[src/rtl/semaforo_pkg.sv]
// Shared light/error encodings and default phase lengths for the semaforo output monitor.
// Duration checking is enabled by defining SEMAFORO_DUR_CHECK_EN.
package semaforo_pkg;

    typedef enum logic [2:0] {
        GREEN  = 3'b001,
        YELLOW = 3'b010,
        RED    = 3'b100
    } light_e;

    typedef enum logic [2:0] {
        NONE     = 3'd0,
        ENC      = 3'd1,
        CONFLICT = 3'd2,
        SEQ_A    = 3'd3,
        SEQ_B    = 3'd4,
        DUR_A    = 3'd5,
        DUR_B    = 3'd6
    } err_code_e;

    localparam logic [7:0] GREEN_CYC_DEF  = 8'd1;
    localparam logic [7:0] YELLOW_CYC_DEF = 8'd3;

    function automatic logic light_legal(input logic [2:0] l);
        return (l == GREEN) || (l == YELLOW) || (l == RED);
    endfunction

    // Only the forward steps G->Y, Y->R and R->G are allowed.
    function automatic logic step_legal(input logic [2:0] p, input logic [2:0] c);
        return ((p == GREEN)  && (c == YELLOW)) ||
               ((p == YELLOW) && (c == RED))    ||
               ((p == RED)    && (c == GREEN));
    endfunction

endpackage

[src/rtl/semaforo_side_chk.sv]
// Per-side checker: holds the previous light value and, when SEMAFORO_DUR_CHECK_EN is
// defined, the run counter used to validate green/yellow phase lengths.
module semaforo_side_chk
    import semaforo_pkg::*;
#(
    parameter logic [7:0] GREEN_CYC  = GREEN_CYC_DEF,
    parameter logic [7:0] YELLOW_CYC = YELLOW_CYC_DEF
) (
    input  logic       clk,
    input  logic       rst,
    input  logic [2:0] light,
    input  logic       prev_valid,
    output logic       enc_bad,
    output logic       seq_bad,
    output logic       dur_bad,
    output logic       non_red
);

    if ((GREEN_CYC == 8'd0) || (YELLOW_CYC == 8'd0)) begin : g_cfg_chk
        $error("semaforo_side_chk: GREEN_CYC and YELLOW_CYC must be 1..255");
    end

    logic [2:0] prev_q;
    logic       changed;

    assign changed = prev_valid && (light != prev_q);

    assign enc_bad = !light_legal(light);
    assign non_red = light_legal(light) && (light != RED);
    assign seq_bad = changed && light_legal(prev_q) && light_legal(light)
                     && !step_legal(prev_q, light);

    always_ff @(posedge clk or negedge rst) begin
        if (!rst) begin
            prev_q <= '0;
        end else begin
            prev_q <= light;
        end
    end

`ifdef SEMAFORO_DUR_CHECK_EN
    logic [7:0] run_q, run_d;
    logic       first_q, first_d;
    logic       yover_q, yover_d;

    always_comb begin
        run_d   = run_q;
        first_d = first_q;
        yover_d = yover_q;
        dur_bad = 1'b0;

        if (!prev_valid || changed) begin
            run_d = 8'd1;
        end else if (run_q != '1) begin
            run_d = run_q + 8'd1;
        end

        if (changed) begin
            first_d = 1'b0;
            yover_d = 1'b0;
        end

        // The run in progress at reset release is partial, so it is never judged.
        if (prev_valid && !first_q) begin
            if (changed && (prev_q == GREEN) && ((run_q == 8'd0) || (run_q > GREEN_CYC))) begin
                dur_bad = 1'b1;
            end
            if (changed && (prev_q == YELLOW) && (run_q != YELLOW_CYC)) begin
                dur_bad = 1'b1;
            end
            // Flag an overlong yellow once, on the sample that reaches YELLOW_CYC+1;
            // the sticky bit keeps a saturated counter from re-flagging.
            if (!changed && (prev_q == YELLOW) && (run_q == YELLOW_CYC) && !yover_q) begin
                dur_bad = 1'b1;
                yover_d = 1'b1;
            end
        end
    end

    always_ff @(posedge clk or negedge rst) begin
        if (!rst) begin
            run_q   <= '0;
            first_q <= 1'b1;
            yover_q <= 1'b0;
        end else begin
            run_q   <= run_d;
            first_q <= first_d;
            yover_q <= yover_d;
        end
    end
`else
    assign dur_bad = 1'b0;
`endif

endmodule

[src/rtl/semaforo_monitor.sv]
// Passive checker for the two-way traffic-light controller outputs: latches the first
// violation with a cycle stamp and counts violations and button presses.
// Define SEMAFORO_DUR_CHECK_EN to add green/yellow phase-duration checks (codes 5/6).
module semaforo_monitor
    import semaforo_pkg::*;
#(
    parameter logic [7:0] GREEN_CYC  = GREEN_CYC_DEF,
    parameter logic [7:0] YELLOW_CYC = YELLOW_CYC_DEF
) (
    input  logic        clk,
    input  logic        rst,
    input  logic        bt,
    input  logic [2:0]  A,
    input  logic [2:0]  B,
    output logic        err,
    output logic [2:0]  err_code,
    output logic [15:0] err_cycle,
    output logic [7:0]  viol_cnt,
    output logic [7:0]  bt_cnt
);

    logic a_enc, a_seq, a_dur, a_nonred;
    logic b_enc, b_seq, b_dur, b_nonred;

    logic        prev_valid_q;
    logic [15:0] cyc_q;
    logic        bt_prev_q;

    logic        err_q, err_d;
    err_code_e   err_code_q, err_code_d;
    logic [15:0] err_cycle_q, err_cycle_d;
    logic [7:0]  viol_cnt_q, viol_cnt_d;
    logic [7:0]  bt_cnt_q, bt_cnt_d;
    err_code_e   code_now;

    semaforo_side_chk #(
        .GREEN_CYC  (GREEN_CYC),
        .YELLOW_CYC (YELLOW_CYC)
    ) u_side_a (
        .clk        (clk),
        .rst        (rst),
        .light      (A),
        .prev_valid (prev_valid_q),
        .enc_bad    (a_enc),
        .seq_bad    (a_seq),
        .dur_bad    (a_dur),
        .non_red    (a_nonred)
    );

    semaforo_side_chk #(
        .GREEN_CYC  (GREEN_CYC),
        .YELLOW_CYC (YELLOW_CYC)
    ) u_side_b (
        .clk        (clk),
        .rst        (rst),
        .light      (B),
        .prev_valid (prev_valid_q),
        .enc_bad    (b_enc),
        .seq_bad    (b_seq),
        .dur_bad    (b_dur),
        .non_red    (b_nonred)
    );

    always_comb begin
        code_now = NONE;
        if (a_enc || b_enc) begin
            code_now = ENC;
        end else if (a_nonred && b_nonred) begin
            code_now = CONFLICT;
        end else if (a_seq) begin
            code_now = SEQ_A;
        end else if (b_seq) begin
            code_now = SEQ_B;
        end else if (a_dur) begin
            code_now = DUR_A;
        end else if (b_dur) begin
            code_now = DUR_B;
        end
    end

    always_comb begin
        err_d       = err_q;
        err_code_d  = err_code_q;
        err_cycle_d = err_cycle_q;
        viol_cnt_d  = viol_cnt_q;
        bt_cnt_d    = bt_cnt_q;

        if (code_now != NONE) begin
            if (!err_q) begin
                err_d       = 1'b1;
                err_code_d  = code_now;
                err_cycle_d = cyc_q;
            end
            if (viol_cnt_q != '1) begin
                viol_cnt_d = viol_cnt_q + 8'd1;
            end
        end

        if (bt && !bt_prev_q && (bt_cnt_q != '1)) begin
            bt_cnt_d = bt_cnt_q + 8'd1;
        end
    end

    always_ff @(posedge clk or negedge rst) begin
        if (!rst) begin
            prev_valid_q <= 1'b0;
            cyc_q        <= '0;
            bt_prev_q    <= 1'b0;
            err_q        <= 1'b0;
            err_code_q   <= NONE;
            err_cycle_q  <= '0;
            viol_cnt_q   <= '0;
            bt_cnt_q     <= '0;
        end else begin
            prev_valid_q <= 1'b1;
            cyc_q        <= cyc_q + 16'd1;
            bt_prev_q    <= bt;
            err_q        <= err_d;
            err_code_q   <= err_code_d;
            err_cycle_q  <= err_cycle_d;
            viol_cnt_q   <= viol_cnt_d;
            bt_cnt_q     <= bt_cnt_d;
        end
    end

    assign err       = err_q;
    assign err_code  = err_code_q;
    assign err_cycle = err_cycle_q;
    assign viol_cnt  = viol_cnt_q;
    assign bt_cnt    = bt_cnt_q;

endmodule

[config.mk]
export PLATFORM = sky130hd
export DESIGN_NAME = semaforo_monitor
export DESIGN_NICKNAME = d
export VERILOG_FILES = /design/src/rtl/semaforo_pkg.sv /design/src/rtl/semaforo_side_chk.sv /design/src/rtl/semaforo_monitor.sv
export SDC_FILE = /design/constraint.sdc
export NUM_CORES = 1
export LEC_CHECK = 0
export ABC_AREA = 1
export CORE_ASPECT_RATIO = 0.6
export CORE_MARGIN = 3
export CORE_UTILIZATION = 40
export DETAILED_ROUTE_END_ITERATION = 7
export SLEW_MARGIN = 0
export SYNTH_ARGS = -nofsm -noshare
export SYNTH_HDL_FRONTEND = slang
export SYNTH_SLANG_ARGS = --single-unit
[constraint.sdc]
create_clock -name clk -period 2.01 [get_ports clk]
set_input_delay 0.3015 -clock clk [delete_from_list [all_inputs] [get_ports clk]]
set_output_delay 0.3015 -clock clk [all_outputs]
set_load 0.01 [all_outputs]
## After elaboration in Yosys (flattened, before gate mapping)

Cells that the tools add are included.
Widths: inputs -> output; s select.

| word-level totals | value |
|---|---|
| flip-flop bits (word level) | 60 |
| output and inout bits | 36 |
| input bits | 9 |
| logic and storage cells | 76 |

| cells by class | value |
|---|---|
| reduce and logical (&&, ||, !) cells | 40 |
| bitwise operators | 1 |
| eq/ne operators | 18 |
| $add $sub $neg | 3 |
| multiplexer cells | 4 |

Operators with widths:

| cell | number |
|---|---|
| $logic_and 1x1->1 | 19 |
| $add 16x1->16 const B | 1 |
| $add 8x1->8 const B | 2 |
| $ne 8x8->1 const B | 2 |
| $logic_or 1x1->1 | 13 |
| $eq 3x1->1 const B | 4 |
| $eq 3x2->1 const B | 4 |
| $eq 3x3->1 const B | 4 |
| $mux 3 | 4 |
| $ne 3x3->1 | 2 |
| $ne 3x3->1 const B | 2 |
| $logic_not 1->1 | 5 |
| $reduce_and 2->1 | 2 |
| $reduce_bool 3->1 | 1 |
| $not 1->1 | 1 |

## Longest topological paths before layout

| depth | value |
|---|---|
| depth after elaboration | 12 |
| depth in mapped cells | 12 |
| depth with buffers taken out | 11 |

## Hierarchy

From an unflattened synthesis, not the netlist that was laid out.

| second synthesis, totals | value |
|---|---|
| cell total of the unflattened synthesis | 380 |
| area, all modules | 3021.6 µm² |

Modules (own cells, without submodules):

| module | cells each | instances | area an instance (µm²) | sequential area each (µm²) |
|---|---|---|---|---|
| semaforo_monitor | 302 | 1 | 2563.7 | 1351.3 |
| semaforo_side_chk | 39 | 2 | 229.0 | 75.1 |

## Worst setup path before layout

No wires, ideal clock.

| timing path | value |
|---|---|
| path type | reg-to-reg |
| from | reg bt_cnt_q[0], in the netlist bt_cnt[0] |
| to | reg bt_cnt_q[7], in the netlist bt_cnt[7] |
| period minus slack after synthesis | 1.557 ns |
| required time | 1.887 ns |
| library setup time | 0.123 ns |
| arrival time | 1.434 ns |
| buffers on the path | 0 |
| cell stages (with the launch flop) | 10 |
| path slack | 0.453 ns |
| cell sequence | dfrtp_1 > ha_1 > nand2_1 > nor2_1 > nand4_1 > nand3b_1 > nor2_1 > nand2_1 > o21ai_0 > nand2_1 |

| on the way | value |
|---|---|
| word-level cells in the longest chain between the ends | 2 |
| elaborated cells between the ends (all ways) | 3 |
| those cells by class | 1 x add/sub; 1 x eq/ne; 1 x reduce/logical |

Ends and longest elaborated chain:

| item | RTL line | source |
|---|---|---|
| from (decl) | semaforo_monitor.sv:33 | `logic [7:0] bt_cnt_q, bt_cnt_d;` |
| from (signal assigned) | semaforo_monitor.sv:122 | `bt_cnt_q <= bt_cnt_d;` |
| branches (longest 2 deep; another with $add 8x1->8) | n/a |  |

Several ways; the timed one is not identified.
A chain may end at the register's enable or synchronous reset.

## Worst setup path after layout

| timing path | value |
|---|---|
| from | reg viol_cnt_q[0], in the netlist viol_cnt[0] |
| to | reg viol_cnt_q[1], in the netlist viol_cnt[1] |

| on the way | value |
|---|---|
| word-level cells in the longest chain between the ends | 2 |
| elaborated cells between the ends (all ways) | 3 |
| those cells by class | 1 x add/sub; 1 x eq/ne; 1 x reduce/logical |

Ends and longest elaborated chain:

| item | RTL line | source |
|---|---|---|
| from (decl) | semaforo_monitor.sv:32 | `logic [7:0] viol_cnt_q, viol_cnt_d;` |
| from (signal assigned) | semaforo_monitor.sv:121 | `viol_cnt_q <= viol_cnt_d;` |
| branches (longest 2 deep; another with $add 8x1->8) | n/a |  |

Several ways; the timed one is not identified.

==> summary.txt <==
Status
  • Outcome: complete, but fails checks
  • Violated checks: hold timing

Clock network
  • CTS tree: done
  • Clock-pin slew on the worst setup and hold paths: 0.05 ns
  • CTS resizes: 0
  • Clock latency on the worst-skew pair: 0.33 ns
  • Hold buffers post-CTS: 0
  • CTS H-Tree Depth: 3
  • Root Driver: clkbuf_16
  • CTS buffer count: 9
  • CTS Sinks: 60
  • Total setup buffers inserted after CTS: 0
  • Clock buffer depth: 2

Pwr
  • Logic pwr share: between 15 and 20%
  • Cell Pwr Density: 1030 nW/µm²
  • Static Leak: ~1.8 nW
  • VDD IR max: ~0.0010 V
  • Net Sw Power: around 1000 µW
  • Clk network pwr share: 43.6%
  • Flop pwr share: between 30 and 40%
  • Pint: between 2 and 3 mW
  • Switching part of the total power: about 26%

Place
  • HPWL after DPL: around 4 mm
  • I/O Buffers: 44
  • GPL Wtd Cong: roughly 0.8

Setup path
  • Slowest CP cell: dfrtp_1
  • Reg2Reg Depth: 7
  • Cell count along the critical path: 7
  • CP Buf/Inv Count: 0
  • Top delay family on crit path: simple AND/OR/NAND/NOR gates
  • Crit. End Element: flip-flop
  • CP peak stage delay: about 0.42 ns
  • Critical path type: flip-flop to flip-flop
  • CP startpoint kind: flip-flop
  • Arrival @ worst endpoint: roughly 2.0 ns
  • Critical Path RT: around 2.3 ns
  • CP Max Fanout: 9
  • Critical path, cell by cell: ha_1 > nand3_1 > nor2_1 > nand3_1 > nand2_2 > nand2_1 > nand2_1

Finish
  • Area growth syn-to-layout: 32.2%
  • Fin nets: 377
  • Layout cell share with drive strength beyond 1: between 10 and 15%
  • FILL cells: about 600
  • N_diodes: 0
  • Final Util: 55.4%

STA
  • Relative slew slack: between 50% and 60%
  • Final Skew: between 0.005 and 0.006 ns
  • Final setup fails: 0
  • Post-route minimum period: 1.73 ns
  • WHS: -0.0118 ns
  • Slew @ Worst Pin: 0.624 ns
  • Fmax: between 500 and 600 MHz
  • Hold Vio Cnt, Final: 15
  • Tcrit/Tclk final: about 86%
  • RSZ-0062 raised after global routing: false
  • Max-slew violations: 0

Floorplanning
  • Die X: between 100 and 150 µm
  • Core box area: about 6800 µm²
  • # IOs: 45
  • Initial Util: between 40% and 50%
  • Die Y-Extent: between 70 and 80 µm
  • Rows: 23
  • Die area: around 8200 µm²

Yosys
  • Syn Inst Count: a little over 300
  • Sequential cell area fraction in the yosys report: around 53%
  • Leading post-synthesis cells by cell area: dfrtp_1, nand2_1, nand3_1
  • EDFF count, synth: 0
  • Post-Syn Nets: roughly 320
  • Yosys top cell area share: 53.0%
  • Synth area leader: dfrtp_1
  • Unique masters post-synth: 24
  • Post-synth top cells: nand2_1, dfrtp_1, nand3_1
  • Syn_area_per_cell: approximately 9.3 µm²
  • Most numerous cell in the Yosys netlist: nand2_1
  • Async SR Flop Fraction: 100%
  • Synth Register Bits: 60
  • Top_reg_cell synth: dfrtp_1
  • Yosys warns: 0
  • Mapped Area: 2830 µm²

Global routing
  • First-pass GRT wire length: 9.77 mm
  • Grt total ovfl: 0
  • Initial antenna violation count: 0
  • Vias in the first global route: ~2000
  • Largest net degree at the start of global routing: 25
  • Total Routing Usage GR: 15.6%

Min path
  • Worst hold path type: primary input to asynchronous set/reset pin

Job
  • Max Cap Viol: 0

Drt
  • Antenna-violating nets left: 0
  • DRT iter0 DRCs: 140
  • Drt total wl: 5.65 mm
  • Initial DRT Pass Iterations: 4
  • Drt drc: 0
  • Post-DR vias/cell: approximately 4.6
  • Wire per inst: 12.4 µm
  • Routed vias: between 2000 and 2500
[state kept, by name (all words and copies together) (netlist names)]
signal and cells:
bt_cnt 8, u_side_a.prev_q 3, cyc_q 16, viol_cnt 8, err_code 3, bt_prev_q 1, err_cycle 16, u_side_b.prev_q 3
err 1, prev_valid_q 1
[cell usage in the layout, fill, tap and decap left out, drive strengths merged]
cell type,count
nor4,2
xnor2,11
buf,9
xor2,17
nand4,3
nand3b,3
inv,25
nor3,1
nor2,26
nand2,90
conb,1
dfrtp,60
bufinv,2
ha,3
nand3,57
o21ai,2
clkinvlp,1
clkbuf,11
mux2,1
clkdlybuf4s50,43
clkinv,1
[metrics by stage]
| step | instance area (µm²) | total power, mW | instances | setup WS [ns] | setup TNS [ns] |
|---|---|---|---|---|---|
| final | 3750 | 3.84 | 456 | 0.279 | 0 |
| after global routing | 3750 | 4.05 | 456 | 0.0107 | 0 |
| after floorplan | 2830 | 1.84 | 306 | 0.453 | 0 |
| after CTS | 3750 | 3.89 | 456 | 0.266 | 0 |
| after detailed placement | 3420 | 2.20 | 441 | -0.0441 | -0.745 |
| after global placement | 3420 | 2.19 | 441 | -0.000899 | -0.00113 |
[routing by layer]
metal	share of wire [%]	GRT usage, %	routed length [µm]
met2	39	20.4	2220
met3	6.1	6.67	343
met5	0	0	0
met4	1.3	6.32	76
met1	53	22.6	3010
[final timing paths]
path | from | end | slack, ns
hold / removal | rst | err_cycle[13] | -0.01
setup reg to reg | viol_cnt[0] | viol_cnt[1] | 0.28
setup / recovery | viol_cnt[0] | viol_cnt[1] | 0.28
max in group asynchronous | rst | bt_prev_q | 1.50
hold reg to reg | err_cycle[10] | err_cycle[10] | 0.47
min in group clk | bt | bt_prev_q | 0.45
[power groups by stage]
stage / logic [mW] / clock network, mW / registers (mW)
6_report: 0.689 / 1.67 / 1.48
5_1_grt: 0.778 / 1.77 / 1.51
4_1_cts: 0.700 / 1.71 / 1.48
3_5_place_dp: 0.698 / 0 / 1.50
3_3_place_gp: 0.690 / 0 / 1.50
2_1_floorplan: 0.311 / 0 / 1.53
[worst reg2reg max path, cell delays in order, from the launching register on]
cell	delay, ns
dfrtp_1	0.42
ha_1	0.22
nand3_1	0.14
nor2_1	0.19
nand3_1	0.31
nand2_2	0.28
nand2_1	0.07
nand2_1	0.06
[kinds of logic (layout without fill, tap and decap cells)]
group	count (synthesis)	count (layout)	share of synthesized area [%]
AOI/OAI and AO/OA	2	2	0.353
xor gates and xnor gates	28	28	8.65
other	1	1	0.132
adders and majority gates	3	3	1.32
DFF	60	60	53.0
and+or+nand+nor	182	182	31.4
buffers and inverters	29	92	4.77
muxes	1	1	0.397
[final cells by class]
type | instances | area (µm²) | share of cell area (%)
inverter | 25 | 93.8 | 2.50
multi-input combinational | 217 | 1200 | 32.0
sequential | 60 | 1500 | 40.1
timing repair buffer | 52 | 520 | 13.9
tap | 87 | 109 | 2.90
clock buffer | 11 | 253 | 6.74
clock inverter | 4 | 72.6 | 1.94
(Power assumes the default switching activity.)
